==> config.mk <==
export PLATFORM = sky130hd
export DESIGN_NAME = mul_operand_feeder
export DESIGN_NICKNAME = d
export VERILOG_FILES = /design/src/rtl/mul_operand_feeder.sv
export SDC_FILE = /design/constraint.sdc
export NUM_CORES = 1
export LEC_CHECK = 0
export ABC_AREA = 1
export CORE_ASPECT_RATIO = 1.4
export CORE_UTILIZATION = 35
export DETAILED_ROUTE_END_ITERATION = 10
export PLACE_DENSITY = 0.64
export SYNTH_ARGS = -nofsm -noshare
export SYNTH_HDL_FRONTEND = slang
export SYNTH_SLANG_ARGS = --single-unit
==> constraint.sdc <==
create_clock -name clk -period 6.91 [get_ports clk]
set_input_delay 1.382 -clock clk [delete_from_list [all_inputs] [get_ports clk]]
set_output_delay 1.382 -clock clk [all_outputs]
set_load 0.01 [all_outputs]
==> src/rtl/mul_operand_feeder.sv <==
// mul_operand_feeder
//   Queues operand pairs from a valid/ready producer and issues them one at a
//   time to a sequential multiplier. For each pair it drives OpA/OpB, holds
//   start high for START_LEN cycles, then waits for mul_done before issuing
//   the next pair. Pairs can issue back to back with no idle cycle between them.
//
//   Optional feature macro: MUL_FEED_TIMEOUT_EN
//     When defined, a watchdog runs in WAIT. If TIMEOUT cycles pass without
//     mul_done, the feeder raises the sticky timeout_err flag, drops the
//     in-flight pair and goes back to IDLE. Entries still in the FIFO are
//     then processed as usual.
//     When undefined, the timeout_err port and the watchdog do not exist.
//
//   Handshake: the producer's pair transfers on a rising clk edge where
//   in_valid && in_ready are both high. in_ready depends only on FIFO
//   fullness, never on in_valid. While in_ready is low, in_valid is ignored.
//
//   fsm_state exposes the controller state: 0 = IDLE, 1 = LAUNCH, 2 = WAIT.
module mul_operand_feeder #(
   parameter int width     = 8,
   parameter int DEPTH     = 4,
   parameter int START_LEN = 3
`ifdef MUL_FEED_TIMEOUT_EN
   ,
   parameter int TIMEOUT   = 64
`endif
) (
   input  logic                     clk,
   input  logic                     reset,
   input  logic                     in_valid,
   output logic                     in_ready,
   input  logic [width-1:0]         in_opa,
   input  logic [width-1:0]         in_opb,
   input  logic                     mul_done,
   output logic                     start,
   output logic [width-1:0]         OpA,
   output logic [width-1:0]         OpB,
   output logic                     busy,
   output logic [$clog2(DEPTH):0]   level,
`ifdef MUL_FEED_TIMEOUT_EN
   output logic                     timeout_err,
`endif
   output logic [1:0]               fsm_state
);

   localparam int AW = $clog2(DEPTH);
   localparam int PW = AW + 1;
   localparam int CW = $clog2(START_LEN + 1);
   localparam logic [CW-1:0] CNT_LOAD = CW'(START_LEN - 1);

   typedef enum logic [1:0] {
      IDLE   = 2'd0,
      LAUNCH = 2'd1,
      WAIT   = 2'd2
   } state_t;

   // ---------------------------------------------------------------------
   // FIFO storage and pointers
   // ---------------------------------------------------------------------
   logic [2*width-1:0] mem [DEPTH];
   logic [PW-1:0]      wr_ptr;
   logic [PW-1:0]      rd_ptr;
   logic               full;
   logic               empty;
   logic               push;
   logic               pop;
   logic [2*width-1:0] head;

   // Pointers carry one extra wrap bit so full and empty are distinguishable.
   assign full     = (wr_ptr[PW-1] != rd_ptr[PW-1]) &&
                     (wr_ptr[AW-1:0] == rd_ptr[AW-1:0]);
   assign empty    = (wr_ptr == rd_ptr);
   assign in_ready = !full;
   assign push     = in_valid && !full;
   assign level    = wr_ptr - rd_ptr;
   assign head     = mem[rd_ptr[AW-1:0]];

   // Storage array: written on an accepted push, no reset needed.
   always_ff @(posedge clk) begin
      if (push) begin
         mem[wr_ptr[AW-1:0]] <= {in_opa, in_opb};
      end
   end

   // Pointer update; reset flushes the queue.
   always_ff @(posedge clk or negedge reset) begin
      if (!reset) begin
         wr_ptr <= '0;
         rd_ptr <= '0;
      end else begin
         if (push) wr_ptr <= wr_ptr + PW'(1);
         if (pop)  rd_ptr <= rd_ptr + PW'(1);
      end
   end

   // ---------------------------------------------------------------------
   // Issue controller
   // ---------------------------------------------------------------------
   state_t            state_q;
   state_t            state_n;
   logic              start_n;
   logic [CW-1:0]     cnt_q;
   logic [CW-1:0]     cnt_n;
   logic [width-1:0]  opa_n;
   logic [width-1:0]  opb_n;

`ifdef MUL_FEED_TIMEOUT_EN
   localparam int TW = $clog2(TIMEOUT + 1);
   localparam logic [TW-1:0] TMAX = TW'(TIMEOUT - 1);
   logic [TW-1:0]     tcnt_q;
   logic [TW-1:0]     tcnt_n;
   logic              terr_n;
`endif

   assign busy      = (state_q != IDLE);
   assign fsm_state = state_q;

   // Controller state and registered outputs; reset aborts any launch.
   always_ff @(posedge clk or negedge reset) begin
      if (!reset) begin
         state_q <= IDLE;
         start   <= 1'b0;
         cnt_q   <= '0;
         OpA     <= '0;
         OpB     <= '0;
      end else begin
         state_q <= state_n;
         start   <= start_n;
         cnt_q   <= cnt_n;
         OpA     <= opa_n;
         OpB     <= opb_n;
      end
   end

`ifdef MUL_FEED_TIMEOUT_EN
   // Watchdog counter and sticky error flag.
   always_ff @(posedge clk or negedge reset) begin
      if (!reset) begin
         tcnt_q      <= '0;
         timeout_err <= 1'b0;
      end else begin
         tcnt_q      <= tcnt_n;
         timeout_err <= terr_n;
      end
   end
`endif

   // Next-state logic: pop the head and launch whenever a pair is available.
   always_comb begin
      state_n = state_q;
      start_n = start;
      cnt_n   = cnt_q;
      opa_n   = OpA;
      opb_n   = OpB;
      pop     = 1'b0;
`ifdef MUL_FEED_TIMEOUT_EN
      tcnt_n  = tcnt_q;
      terr_n  = timeout_err;
`endif
      case (state_q)
         IDLE: begin
            if (!empty) begin
               pop     = 1'b1;
               opa_n   = head[2*width-1:width];
               opb_n   = head[width-1:0];
               start_n = 1'b1;
               cnt_n   = CNT_LOAD;
               state_n = LAUNCH;
            end
         end
         LAUNCH: begin
            // mul_done is deliberately ignored while start is still high.
            if (cnt_q == '0) begin
               start_n = 1'b0;
               state_n = WAIT;
`ifdef MUL_FEED_TIMEOUT_EN
               tcnt_n  = '0;
`endif
            end else begin
               cnt_n = cnt_q - CW'(1);
            end
         end
         WAIT: begin
            if (mul_done) begin
               if (!empty) begin
                  // Back-to-back issue: no IDLE cycle between products.
                  pop     = 1'b1;
                  opa_n   = head[2*width-1:width];
                  opb_n   = head[width-1:0];
                  start_n = 1'b1;
                  cnt_n   = CNT_LOAD;
                  state_n = LAUNCH;
               end else begin
                  state_n = IDLE;
               end
            end
`ifdef MUL_FEED_TIMEOUT_EN
            else if (tcnt_q == TMAX) begin
               // Give up on this product; queued pairs launch from IDLE.
               terr_n  = 1'b1;
               state_n = IDLE;
            end else begin
               tcnt_n = tcnt_q + TW'(1);
            end
`endif
         end
         default: begin
            state_n = IDLE;
            start_n = 1'b0;
         end
      endcase
   end

endmodule
==> impl_metrics.toml, run 1 <==
[synth]
synthTopCellsByArea = "edfxtp_1, dfrtp_1, nand2_1, nor2_1, o21ai_0"
synth_edf_count = 64
yosys-top-cells-count = "nand2_1, nor2_1, edfxtp_1"
avgSynthCellArea_sq_um = 11.0
ys_seq_area_share_pct = 69.2
synth.most_common_cell = "nand2_1"
synth_nets = 371
synth_seq_cells = 91
ys_warn_count = 0
syn_inst = 342
synth_flop_cell = "edfxtp_1"
netlist_area_sq_um = 3760
ys_types = 22
ys_async_sr_fraction_pct = 29.7
netlist.area_leader.share_pct = 51.2
synth_top_area_cell = "edfxtp_1"

[timing]
finalSetupViolCount = 0
hold_viol_final = 0
worst-slew-pin-transition_ns = 1.10
report.final.slew_viol_count = 0
max_freq_ghz = 0.244
tns_ns = 0
rsz0062_at_grt = "no"
max_slew_margin_pct = 26.7
min_period_ns = 4.09
finalCritPeriodShare_pct = 59.3
skew_ns = 0.00504

[floorplan]
core.rowCount = 44
die_x_microns = 89.6
coreArea_sq_um = 10400
dieArea_sq_um = 11200
start_util_pct = 36.1
die_h_microns = 125
num_io_pins = 44

[clock_network]
cts.repair.resized = 0
hold_buffers = 0
clk_pin_slew_ns = 0.06
cts_tree = "yes"
cts_buffers = 9
insertion_delay_ns = 0.34
htree_levels = 3
cts_num_sinks = 91
post_cts_buffers = 0
cts_buffer_depth = 2
cts_root_buf = "clkbuf_16"

[setup_path]
r2r-end = "mem[3][11]"
r2r_start = "rd_ptr[1]"
end_kind = "output pin"
worstPathRequired_ns = 5.53
arrival_ns = 2.71
critical_path_class = "reg -> out"
cp_max_fo = 35
ff2ff_path_depth = 7
cp-start-kind = "register"
r2r_setup_slack_ns = 3.86

[final_layout]
final_nets = 416
syn2layout_area_growth_pct = 22.3
final_layout_size_suffix_gt1_share_pct = 5.87
final_core_util_pct = 44.1
diodes = 0

[placement]
io_buffers = 43
gp_congestion = 0.731
place_hpwl_microns = 4790

[global_route]
grt_pass1_wl_microns = 12200
grt_usage_pct = 15.1
use_met3_pct = 2.32
grt_pass1_vias = 2511
grt_start_max_net_pins = 36
grt_use_met1_pct = 17.6
antenna_found_initial = 0
top_usage_layer = "met2"
grt_overflow = 0
grt_use_met2_pct = 25.0

[drt]
wl_microns = 7330
drt_iter0_drc = 148
drtAntennaViolNets = 0
num_vias = 2414
dr.pass1.iters = 4
wl_per_cell_microns = 13.8
viasPerCell = 4.55
drc_errors = 0

[min_path]
holdPathEnd = "OpA[0]"
hold_class = "reg -> reg"
whs_path_depth = 2
hold_start = "OpA[0]"

[power_and_ir_drop]
power.density_nw_per_um2 = 473
power.leakage_nw = 1.88
ir_drop_mv = 0.146

[run]
drv_cap = 0

[status]
status = "finished, final reports clean"
-- power by group --
part | switching, mW | internal, mW
logic | 0.490 | 0.348
registers | 0.110 | 0.757
clock network | 0.191 | 0.277
-- cell type report --
class                   count  area [sq um]
well taps                 138           173
clock buffers              10           229
flip-flops and latches     91          2600
inverters                  22          85.1
multi-input cells         216           991
fillers                   947          5810
clock inverters             6          56.3
repair buffers             47           460
-- layer usage --
layer / wire length [microns] / part of all wire, %
met5: 0 / 0
met1: 3060 / 42
met2: 3770 / 51
met4: 283 / 3.9
met3: 215 / 2.9
-- stage by stage --
stage | worst slack [ns] | power [mW] | std cells | area, sq um | hold slack [ns]
after floorplan | 4.26 | 1.42 | 342 | 3760 | 0.475
after global placement | 3.24 | 1.70 | 514 | 4310 | 0.466
after detailed placement | 3.19 | 1.73 | 514 | 4310 | 0.469
after CTS | 2.80 | 2.21 | 530 | 4590 | 0.485
after global routing | 2.66 | 2.36 | 530 | 4590 | 0.510
final | 2.82 | 2.17 | 530 | 4590 | 0.481
-- cells by family after synthesis --
logic type / count (synthesis) / synth area share, %
and+or+nand+nor: 165 / 17.1
DFF: 91 / 69.2
AOI/OAI and AO/OA: 38 / 5.06
buffers and inverters: 35 / 4.53
adders and majority gates: 9 / 3.20
xor gates and xnor gates: 4 / 0.933
-- cell usage in the layout, fill, tap and decap left out, types with 2 or more instances in the layout --
cell type,synthesis,routed
ha_1,8,8
clkbuf_16,0,9
clkinv_1,0,2
xnor2_1,2,2
edfxtp_1,64,64
nand2_1,86,86
nor2_1,70,69
clkdlybuf4s50_1,0,43
o21ai_0,31,31
xor2_1,2,2
a21oi_1,3,3
dfrtp_1,27,27
inv_1,20,20
nand3_1,6,6
buf_4,3,4
o21ai_1,4,4
clkinv_2,0,2
-- flip-flops by register name, indices dropped and copies added, names as in the netlist --
name and flops:
rd_ptr 3, OpA 8, cnt_q 2, wr_ptr 3
fsm_state 2, start 1, mem 64, OpB 8
-- critical path, cell delays in order (launching register included) --
cell	delay (ns)
dfrtp_1	1.07
ha_1	0.32
fa_1	0.41
inv_1	0.06
clkdlybuf4s50_1	0.52
-- worst max-delay path by stage --
| stage | start | endpoint | slack, ns |
|---|---|---|---|
| after floorplan | wr_ptr[0] | level[2] | 4.26 |
| after global placement | rd_ptr[0] | level[1] | 3.24 |
| after detailed placement | rd_ptr[0] | level[1] | 3.19 |
| after global routing | rd_ptr[0] | level[1] | 2.66 |
| after CTS | rd_ptr[0] | level[1] | 2.80 |
| final | rd_ptr[0] | level[1] | 2.82 |
Note: power is estimated with default switching activity, not from simulation.
==> run 2: changes to the inputs <==
==> constraint.sdc (replaced) <==
create_clock -name clk -period 4.2 [get_ports clk]
set_input_delay 0.84 -clock clk [delete_from_list [all_inputs] [get_ports clk]]
set_output_delay 0.84 -clock clk [all_outputs]
set_load 0.01 [all_outputs]
==> run 2 against run 1 <==
Against the previous run:
- sequential power grew 56%
- clock power grew 63%
- register-to-register slack got worse by 2.1 ns
- wire length is essentially flat
==> impl_metrics.toml, run 2 (synthesized netlist as in run 1, its figures left out) <==
[clock_network]
cts_tree = "yes"
clk_pin_slew_ns = 0.06
insertion_delay_ns = 0.34
cts.repair.resized = 0
hold_buffers = 0
htree_levels = 3
cts_buffer_depth = 2
cts_num_sinks = 91
post_cts_buffers = 0
cts_root_buf = "clkbuf_16"
cts_buffers = 9

[drt]
drtAntennaViolNets = 0
drt_iter0_drc = 167
dr.pass1.iters = 6
num_vias = 2441
wl_per_cell_microns = 13.7
wl_microns = 7330
viasPerCell = 4.58
drc_errors = 0

[setup_path]
worstPathRequired_ns = 3.36
r2r_setup_slack_ns = 1.81
cp-start-kind = "register"
critical_path_class = "reg -> out"
end_kind = "output pin"
arrival_ns = 2.28
cp_max_fo = 20

[global_route]
antenna_found_initial = 0
grt_start_max_net_pins = 35
grt_usage_pct = 14.8
grt_pass1_wl_microns = 12000
grt_pass1_vias = 2481
grt_overflow = 0

[floorplan]
start_util_pct = 36.1
num_io_pins = 44
core.rowCount = 44
coreArea_sq_um = 10400
dieArea_sq_um = 11200
die_x_microns = 89.6
die_h_microns = 125

[placement]
place_ws_ns = 1.45
dp.cells = 517
gp_congestion = 0.756
placedInstanceArea_sq_um = 4330
io_buffers = 43
place_hpwl_microns = 4640

[power_and_ir_drop]
power.density_nw_per_um2 = 780
ir_drop_mv = 0.226
power_mw = 3.59
power.leakage_nw = 1.89

[timing]
min_period_ns = 3.12
finalCritPeriodShare_pct = 74.4
skew_ns = 0.00559
fin_ws_ns = 1.08
whs_ns = 0.477
report.final.slew_viol_count = 0
finalSetupViolCount = 0
tns_ns = 0
hold_viol_final = 0
max_slew_margin_pct = 42.0
worst-slew-pin-transition_ns = 0.870
rsz0062_at_grt = "no"
max_freq_ghz = 0.320

[final_layout]
final_nets = 419
final_cell_area_sq_um = 4610
syn2layout_area_growth_pct = 22.6
final_core_util_pct = 44.3
largest_register_ffs = 64
final_layout_size_suffix_gt1_share_pct = 5.82
mostFrequentLayoutCells = "nand2_1, nor2_1, edfxtp_1, clkdlybuf4s50_1, o21ai_0"
diodes = 0
finalNonFillerCells = 533
final_common_cell = "nand2_1"

[status]
status = "finished, final reports clean"

[run]
drv_cap = 0

[min_path]
hold_class = "reg -> reg"
run 2: changes by cell type in the layout (fill, tap and decap cells not counted), sizes merged:
cell    change
clkbuf      +3
buf         +3
clkinv      -3
run 2: worst paths after layout:
path                            from    endpoint  cells past startpoint
setup / recovery           rd_ptr[1]    in_ready                      7
hold / removal                OpB[1]      OpB[1]                      2
setup reg to reg           rd_ptr[1]  mem[3][13]                      9
hold reg to reg               OpB[1]      OpB[1]                      2
max in group asynchronous      reset      OpB[0]                      2
min in group asynchronous      reset      OpA[5]                      2
run 2: final cells by class:
type                            instances  area [sq um]
Fill cell                             935          5800
Sequential cell                        91          2600
Multi-Input combinational cell        216           988
Timing Repair Buffer                   50           483
Clock buffer                           13           240
Tap cell                              138           173
Inverter                               22          85.1
Clock inverter                          3          38.8
run 2: worst max-delay path: stages, from the launching register on:
cell and delay, ns:
dfrtp_1 0.36, buf_4 0.21, inv_2 0.29, ha_1 0.30, nand2_1 0.08, inv_1 0.06, nand2_2 0.09, clkdlybuf4s50_1 0.53
run 2: layer usage:
metal	GRT usage (%)	wire length, microns
met1	17.4	3080
met2	24.7	3850
met3	2.98	260
met4	8.12	138
met5	0	0
run 2: power breakdown:
part | internal, mW | leakage, nW | switching, mW | total, mW
registers | 1.25 | 0.917 | 0.107 | 1.35
clock network | 0.459 | 0.135 | 0.306 | 0.765
logic | 0.586 | 0.840 | 0.887 | 1.47
total | 2.29 | 1.89 | 1.30 | 3.59
